<file path="src/rtl/definitions_pkg.sv">
// rtl/definitions_pkg.sv - shared types, opcodes and immediate bounds for the instruction packer
package definitions_pkg;

  // Immediate layout selector; values above U_TYPE are undefined.
  typedef enum logic [2:0] {
    I_TYPE = 3'd0,
    STORE  = 3'd1,
    BRANCH = 3'd2,
    JAL    = 3'd3,
    U_TYPE = 3'd4
  } imm_e;

  // Control state: RUN accepts entries, HALT waits for addr_clr.
  typedef enum logic {
    ST_RUN  = 1'b0,
    ST_HALT = 1'b1
  } state_e;

  // Base opcodes of the formats the loader emits.
  localparam logic [6:0] OPC_OP_IMM = 7'h13;
  localparam logic [6:0] OPC_STORE  = 7'h23;
  localparam logic [6:0] OPC_BRANCH = 7'h63;
  localparam logic [6:0] OPC_JAL    = 7'h6F;
  localparam logic [6:0] OPC_LUI    = 7'h37;

  // Signed range limits of the encodable immediates.
  localparam int IMM12_MIN = -2048;
  localparam int IMM12_MAX = 2047;
  localparam int IMM13_MIN = -4096;
  localparam int IMM13_MAX = 4094;
  localparam int IMM21_MIN = -(1 << 20);
  localparam int IMM21_MAX = (1 << 20) - 2;

endpackage

</file>
<file path="src/rtl/imm_pack.sv">
// rtl/imm_pack.sv - scatters a signed immediate into its instruction bit positions and range-checks it
module imm_pack
  import definitions_pkg::*;
(
  input  imm_e        imm_sel,
  input  logic [31:0] imm,
  output logic [31:0] imm_bits,
  output logic        illegal
);

  logic signed [31:0] simm;

  assign simm = imm;

  // Place immediate bits per format; out-of-range values still pack their truncated bits.
  always_comb begin
    imm_bits = '0;
    illegal  = 1'b1;
    case (imm_sel)
      I_TYPE: begin
        imm_bits = {imm[11:0], 20'b0};
        illegal  = (simm < IMM12_MIN) || (simm > IMM12_MAX);
      end
      STORE: begin
        imm_bits = {imm[11:5], 13'b0, imm[4:0], 7'b0};
        illegal  = (simm < IMM12_MIN) || (simm > IMM12_MAX);
      end
      BRANCH: begin
        imm_bits = {imm[12], imm[10:5], 13'b0, imm[4:1], imm[11], 7'b0};
        illegal  = (simm < IMM13_MIN) || (simm > IMM13_MAX) || imm[0];
      end
      JAL: begin
        imm_bits = {imm[20], imm[10:1], imm[11], imm[19:12], 12'b0};
        illegal  = (simm < IMM21_MIN) || (simm > IMM21_MAX) || imm[0];
      end
      U_TYPE: begin
        imm_bits = {imm[31:12], 12'b0};
        illegal  = (imm[11:0] != 12'b0);
      end
      default: begin
        imm_bits = '0;
        illegal  = 1'b1;
      end
    endcase
  end

endmodule

</file>
<file path="src/rtl/inst_packer.sv">
// rtl/inst_packer.sv - two-stage RV32I instruction encoder with address counter and error halt
module inst_packer
  import definitions_pkg::*;
#(
  parameter int                ADDR_W      = 32,
  parameter logic [ADDR_W-1:0] BASE_ADDR   = '0,
  parameter bit                STOP_ON_ERR = 1'b1
) (
  input  logic              clk,
  input  logic              rst_n,
  input  logic              in_valid,
  output logic              in_ready,
  input  logic              fmt_r,
  input  imm_e              imm_sel,
  input  logic [6:0]        opcode,
  input  logic [4:0]        rd,
  input  logic [4:0]        rs1,
  input  logic [4:0]        rs2,
  input  logic [2:0]        funct3,
  input  logic [6:0]        funct7,
  input  logic [31:0]       imm,
  output logic              out_valid,
  input  logic              out_ready,
  output logic [31:0]       out_inst,
  output logic [ADDR_W-1:0] out_addr,
  output logic              out_err,
  output logic              halted,
  output logic [7:0]        err_count,
  input  logic              addr_clr
);

  state_e      state_q, state_d;
  logic [31:0] imm_bits;
  logic        imm_illegal;
  logic        use_rd, use_rs1, use_rs2, use_f3;
  logic [31:0] pack_inst;
  logic        pack_err;
  logic        s1_valid, s1_err;
  logic [31:0] s1_inst;
  logic        s2_ready, s1_leave, err_event, err_drop, s2_load;
  logic        in_fire, out_fire;

  imm_pack u_imm_pack (
    .imm_sel  (imm_sel),
    .imm      (imm),
    .imm_bits (imm_bits),
    .illegal  (imm_illegal)
  );

  // Which register/funct fields each immediate format carries; the rest stay zero.
  always_comb begin
    use_rd  = 1'b0;
    use_rs1 = 1'b0;
    use_rs2 = 1'b0;
    use_f3  = 1'b0;
    case (imm_sel)
      I_TYPE: begin
        use_rd  = 1'b1;
        use_rs1 = 1'b1;
        use_f3  = 1'b1;
      end
      STORE, BRANCH: begin
        use_rs1 = 1'b1;
        use_rs2 = 1'b1;
        use_f3  = 1'b1;
      end
      JAL, U_TYPE: use_rd = 1'b1;
      default: use_rd = 1'b0;
    endcase
  end

  // Assemble the word entering S1; R-type bypasses the immediate path entirely.
  always_comb begin
    pack_inst = imm_bits | {7'b0, rs2 & {5{use_rs2}}, rs1 & {5{use_rs1}},
                            funct3 & {3{use_f3}}, rd & {5{use_rd}}, opcode};
    pack_err  = imm_illegal;
    if (fmt_r) begin
      pack_inst = {funct7, rs2, rs1, funct3, rd, opcode};
      pack_err  = 1'b0;
    end
  end

  assign s2_ready  = !out_valid || out_ready;
  assign s1_leave  = s1_valid && s2_ready;
  assign err_event = s1_leave && s1_err;
  assign err_drop  = err_event && STOP_ON_ERR;
  assign s2_load   = s1_leave && !err_drop;
  assign in_ready  = (state_q == ST_RUN) && (!s1_valid || s2_ready);
  assign in_fire   = in_valid && in_ready;
  assign out_fire  = out_valid && out_ready;
  assign halted    = (state_q == ST_HALT);

  // S1: capture the packed word and its legality verdict.
  always_ff @(posedge clk or negedge rst_n) begin
    if (!rst_n) begin
      s1_valid <= 1'b0;
      s1_inst  <= '0;
      s1_err   <= 1'b0;
    end else if (in_fire) begin
      s1_valid <= 1'b1;
      s1_inst  <= pack_inst;
      s1_err   <= pack_err;
    end else if (s1_leave) begin
      s1_valid <= 1'b0;
    end
  end

  // S2: output register; holds while the consumer stalls, dropped errors never reach it.
  always_ff @(posedge clk or negedge rst_n) begin
    if (!rst_n) begin
      out_valid <= 1'b0;
      out_inst  <= '0;
      out_err   <= 1'b0;
    end else if (s2_load) begin
      out_valid <= 1'b1;
      out_inst  <= s1_inst;
      out_err   <= s1_err;
    end else if (out_fire) begin
      out_valid <= 1'b0;
    end
  end

  // Word address advances only on a real output transfer; addr_clr wins for the next value.
  always_ff @(posedge clk or negedge rst_n) begin
    if (!rst_n) begin
      out_addr <= BASE_ADDR;
    end else if (addr_clr) begin
      out_addr <= BASE_ADDR;
    end else if (out_fire) begin
      out_addr <= out_addr + ADDR_W'(4);
    end
  end

  // Saturating illegal-entry counter, cleared together with the address.
  always_ff @(posedge clk or negedge rst_n) begin
    if (!rst_n) begin
      err_count <= '0;
    end else if (addr_clr) begin
      err_count <= '0;
    end else if (err_event && (err_count != 8'hFF)) begin
      err_count <= err_count + 8'd1;
    end
  end

  // FSM state register.
  always_ff @(posedge clk or negedge rst_n) begin
    if (!rst_n) begin
      state_q <= ST_RUN;
    end else begin
      state_q <= state_d;
    end
  end

  // FSM next state: a dropped illegal entry halts intake until addr_clr.
  always_comb begin
    state_d = state_q;
    case (state_q)
      ST_RUN:  if (err_drop) state_d = ST_HALT;
      ST_HALT: state_d = ST_HALT;
      default: state_d = ST_RUN;
    endcase
    if (addr_clr) state_d = ST_RUN;
  end

endmodule

</file>
<file path="config.mk">
export PLATFORM = sky130hd
export DESIGN_NAME = inst_packer
export DESIGN_NICKNAME = d
export VERILOG_FILES = /design/src/rtl/definitions_pkg.sv /design/src/rtl/imm_pack.sv /design/src/rtl/inst_packer.sv
export SDC_FILE = /design/constraint.sdc
export NUM_CORES = 1
export LEC_CHECK = 0
export ABC_AREA = 1
export BUFFER_PORTS_ARGS = -buffer_cell sky130_fd_sc_hd__buf_2
export CORE_ASPECT_RATIO = 1.5
export CORE_MARGIN = 8
export CORE_UTILIZATION = 25
export DETAILED_ROUTE_END_ITERATION = 10
export PLACE_DENSITY = 0.44
export SLEW_MARGIN = 15
export SYNTH_ARGS = -nofsm -noshare
export SYNTH_HDL_FRONTEND = slang
export SYNTH_HIERARCHICAL = 1
export SYNTH_SLANG_ARGS = --single-unit
export TNS_END_PERCENT = 10
</file>
<file path="constraint.sdc">
create_clock -name clk -period 1.85 [get_ports clk]
set_input_delay 0.555 -clock clk [delete_from_list [all_inputs] [get_ports clk]]
set_output_delay 0.555 -clock clk [all_outputs]
set_load 0.1 [all_outputs]
</file>
==> metrics.cfg <==
[cts]
clk_pin_slew_ps = 80
cts_buffers = 9
clk_latency_ps = 360
cts_tree = done
cts_max_level = 3
clockBufferDepth = 2
cts_num_sinks = 107
root_buffer = clkbuf_16

[pwr]
p_int_mw = 4.866
power.share.sequential_pct = 32.6
power.switching_mw = 5.266
ir_worst_vdd_mv = 0.9136
power_density_nw_per_um2 = 1344
swShare_pct = 51.97
pwr-share-comb_pct = 48.4
total_power_mw = 10.13
p_clk_share_pct = 19.0
leakage_nw = 3.652

[floorplan]
ioPinCount = 149
start_util_pct = 25.50
die-area_um2 = 28780
core_um2 = 23060
rows = 68
die_w_um = 141.2
dieHeight_um = 203.8

[layout]
layout.cells.non_filler = 1252
drive_gt1_share_pct = 26.57
nNetsFinal = 1007
num_antenna_cells = 0
syn_to_final_growth_pct = 28.24
fin_util_pct = 32.70

[placed_design]
gp_congestion = 0.8337
portBuffers = 146
dp_cells = 1235
dpl.hpwl_um = 14770

[synthesis]
synth_seq_cells = 107
avgSynthCellArea_um2 = 7.645
syn-cell-area_um2 = 5879
netlist_instances = 769
synth_edf_count = 0
yosysSeqAreaShare_pct = 45.54
yosysTopAreaCellShare_pct = 45.54
synthTopCellsByCount = nand2_1, dfrtp_1, nor2_1, inv_1, o21ai_0
ys_types = 47
netlist_top_cells_area = dfrtp_1, nand2_1, nor2_1, inv_1, o21ai_0
yosysTopAreaCell = dfrtp_1
yosys_warnings = 6
synth_flop_cell = dfrtp_1
yosysMostFrequentCell = nand2_1
async_flop_share_pct = 100.0

[timing]
setup_tns_ps = 0
rsz0062_at_grt = true
finalHoldViolCount = 0
slew_headroom_pct = 64.31
worst_slew_pin_slew_ps = 539.0
skew_ps = 9.089
slew_viol_final = 0
finalCritPeriodShare_pct = 99.34
setup_violations = 0
post-route-min-period_ps = 1838
fmax_mhz = 544.2

[global_route]
grt_pass1_wl_um = 30390
grt-ovfl-total = 0
antenna_found_initial = 0
grt.total_usage_pct = 13.42
grt_pass1_vias = 5843
grt_max_degree = 82

[drt]
drc = 0
top_layer_used = met4
finalWirelength_um = 18920
drtPass1Iterations = 4
wl_met2_um = 10090
met1_length_um = 7529
initialDrtViolationCount = 276
viasPerCell = 4.432
wl_met3_um = 854
vias = 5549
wl_per_cell_um = 15.12
antenna_left = 0

[job]
max_cap_violations = 0

[critical_path]
critPathArrivalTime_ps = 1280
r2r_start = out_addr[2]
cp_max_fo = 4
critPathRequiredTime_ps = 1290
cp-start-kind = flop
worstSetupPathType = flop to primary output
cp-end-kind = primary output
cp-startpoint = out_valid

[outcome]
status = completed

[hold_path]
hp-class = input port to async pin

sequential cells by signal, indices dropped and copies added, names as in the netlist:
register	flops
out_addr	30
out_valid	1
s1_err	1
out_inst	32
s1_inst	32
out_err	1
halted	1
s1_valid	1
err_count	8
worst paths after layout:
path / depth (start not counted) / slack, ps / to
worst max register to register: 7 / 280 / out_addr[14]
worst min register to register: 2 / 480 / out_err
max in group asynchronous: 2 / 1190 / out_addr[13]
worst max-delay path: 4 / 10 / in_ready
worst min-delay path: 2 / 200 / out_err
min in group clk: 3 / 440 / s1_inst[14]
metrics by stage:
step | setup slack [ps] | instance area [um2] | hold WS, ps
after CTS | -30.50 | 7522 | 208.6
final | 12.29 | 7540 | 196.1
after global routing | -47.40 | 7540 | 222.1
after detailed placement | 19.95 | 7192 | 456.9
after global placement | 20.16 | 7192 | 449.3
after floorplan | -141.7 | 5973 | 259.4
worst max-delay path: stages, from the launching register on:
cell and delay, ps:
dfrtp_4 520, nand3_4 80, nand2_4 50, clkinvlp_4 100, buf_12 180
routing by layer:
metal	up-vias	global-route usage, %
li1	2822	-
met1	2571	14.23
met2	135	24.97
met3	21	2.969
met4	0	5.663
met5	-	0
area by class of cell:
cell class,count,area (um2)
Sequential cell,107,2703
Timing Repair Buffer,176,1064
Clock buffer,10,229.0
Fill cell,2562,15520
Inverter,88,334.1
Tap cell,315,394.1
Multi-Input combinational cell,550,2760
Clock inverter,6,56.30
cell usage in the layout (no fill, tap or decap), types with 4 or more instances in the layout:
master,synthesis,routed
a21oi_1,44,44
inv_2,4,4
nand3_1,37,35
dfrtp_2,0,14
o21ai_0,47,42
buf_2,8,128
a22oi_1,19,19
nor2_1,105,104
o21ai_1,2,7
o31ai_1,7,7
o22ai_1,4,4
nand2_1,192,190
conb_1,2,9
inv_1,83,82
nor2_4,5,5
nand4_1,22,22
buf_12,0,5
nor3_1,8,8
clkbuf_16,0,9
mux2_2,14,14
buf_4,9,40
dfrtp_1,107,91
what timing repair did:
action	4_1_cts	5_1_grt
pin swaps	1	0
hold buffers	0	0
setup endpoints to repair	14	6
setup buffers	0	1
gates resized for setup	15	4
endpoints found under the hold margin	0	0
logic make-up (layout without fill, tap and decap cells):
kind of cell               after synthesis  in the layout  synth area share (%)
and+or+nand+nor                        386            386                 28.86
AOI/OAI and AO/OA                      137            137                 13.60
buffers and inverters                  119            280                 8.470
DFF                                    107            107                 45.54
muxes                                   14             14                 2.681
adders and majority gates                2              2                0.4256
other                                    2              9                0.1277
xor gates and xnor gates                 2              2                0.2980
power groups by stage:
stage	registers, mW	clock network (mW)	logic (mW)
2_1_floorplan	6.03	0	1.14
3_3_place_gp	3.35	0	4.93
3_5_place_dp	3.37	0	4.94
4_1_cts	3.33	2.01	4.96
5_1_grt	3.39	2.08	5.16
6_report	3.31	1.92	4.90
No activity file was read; power rests on OpenSTA's default activity.
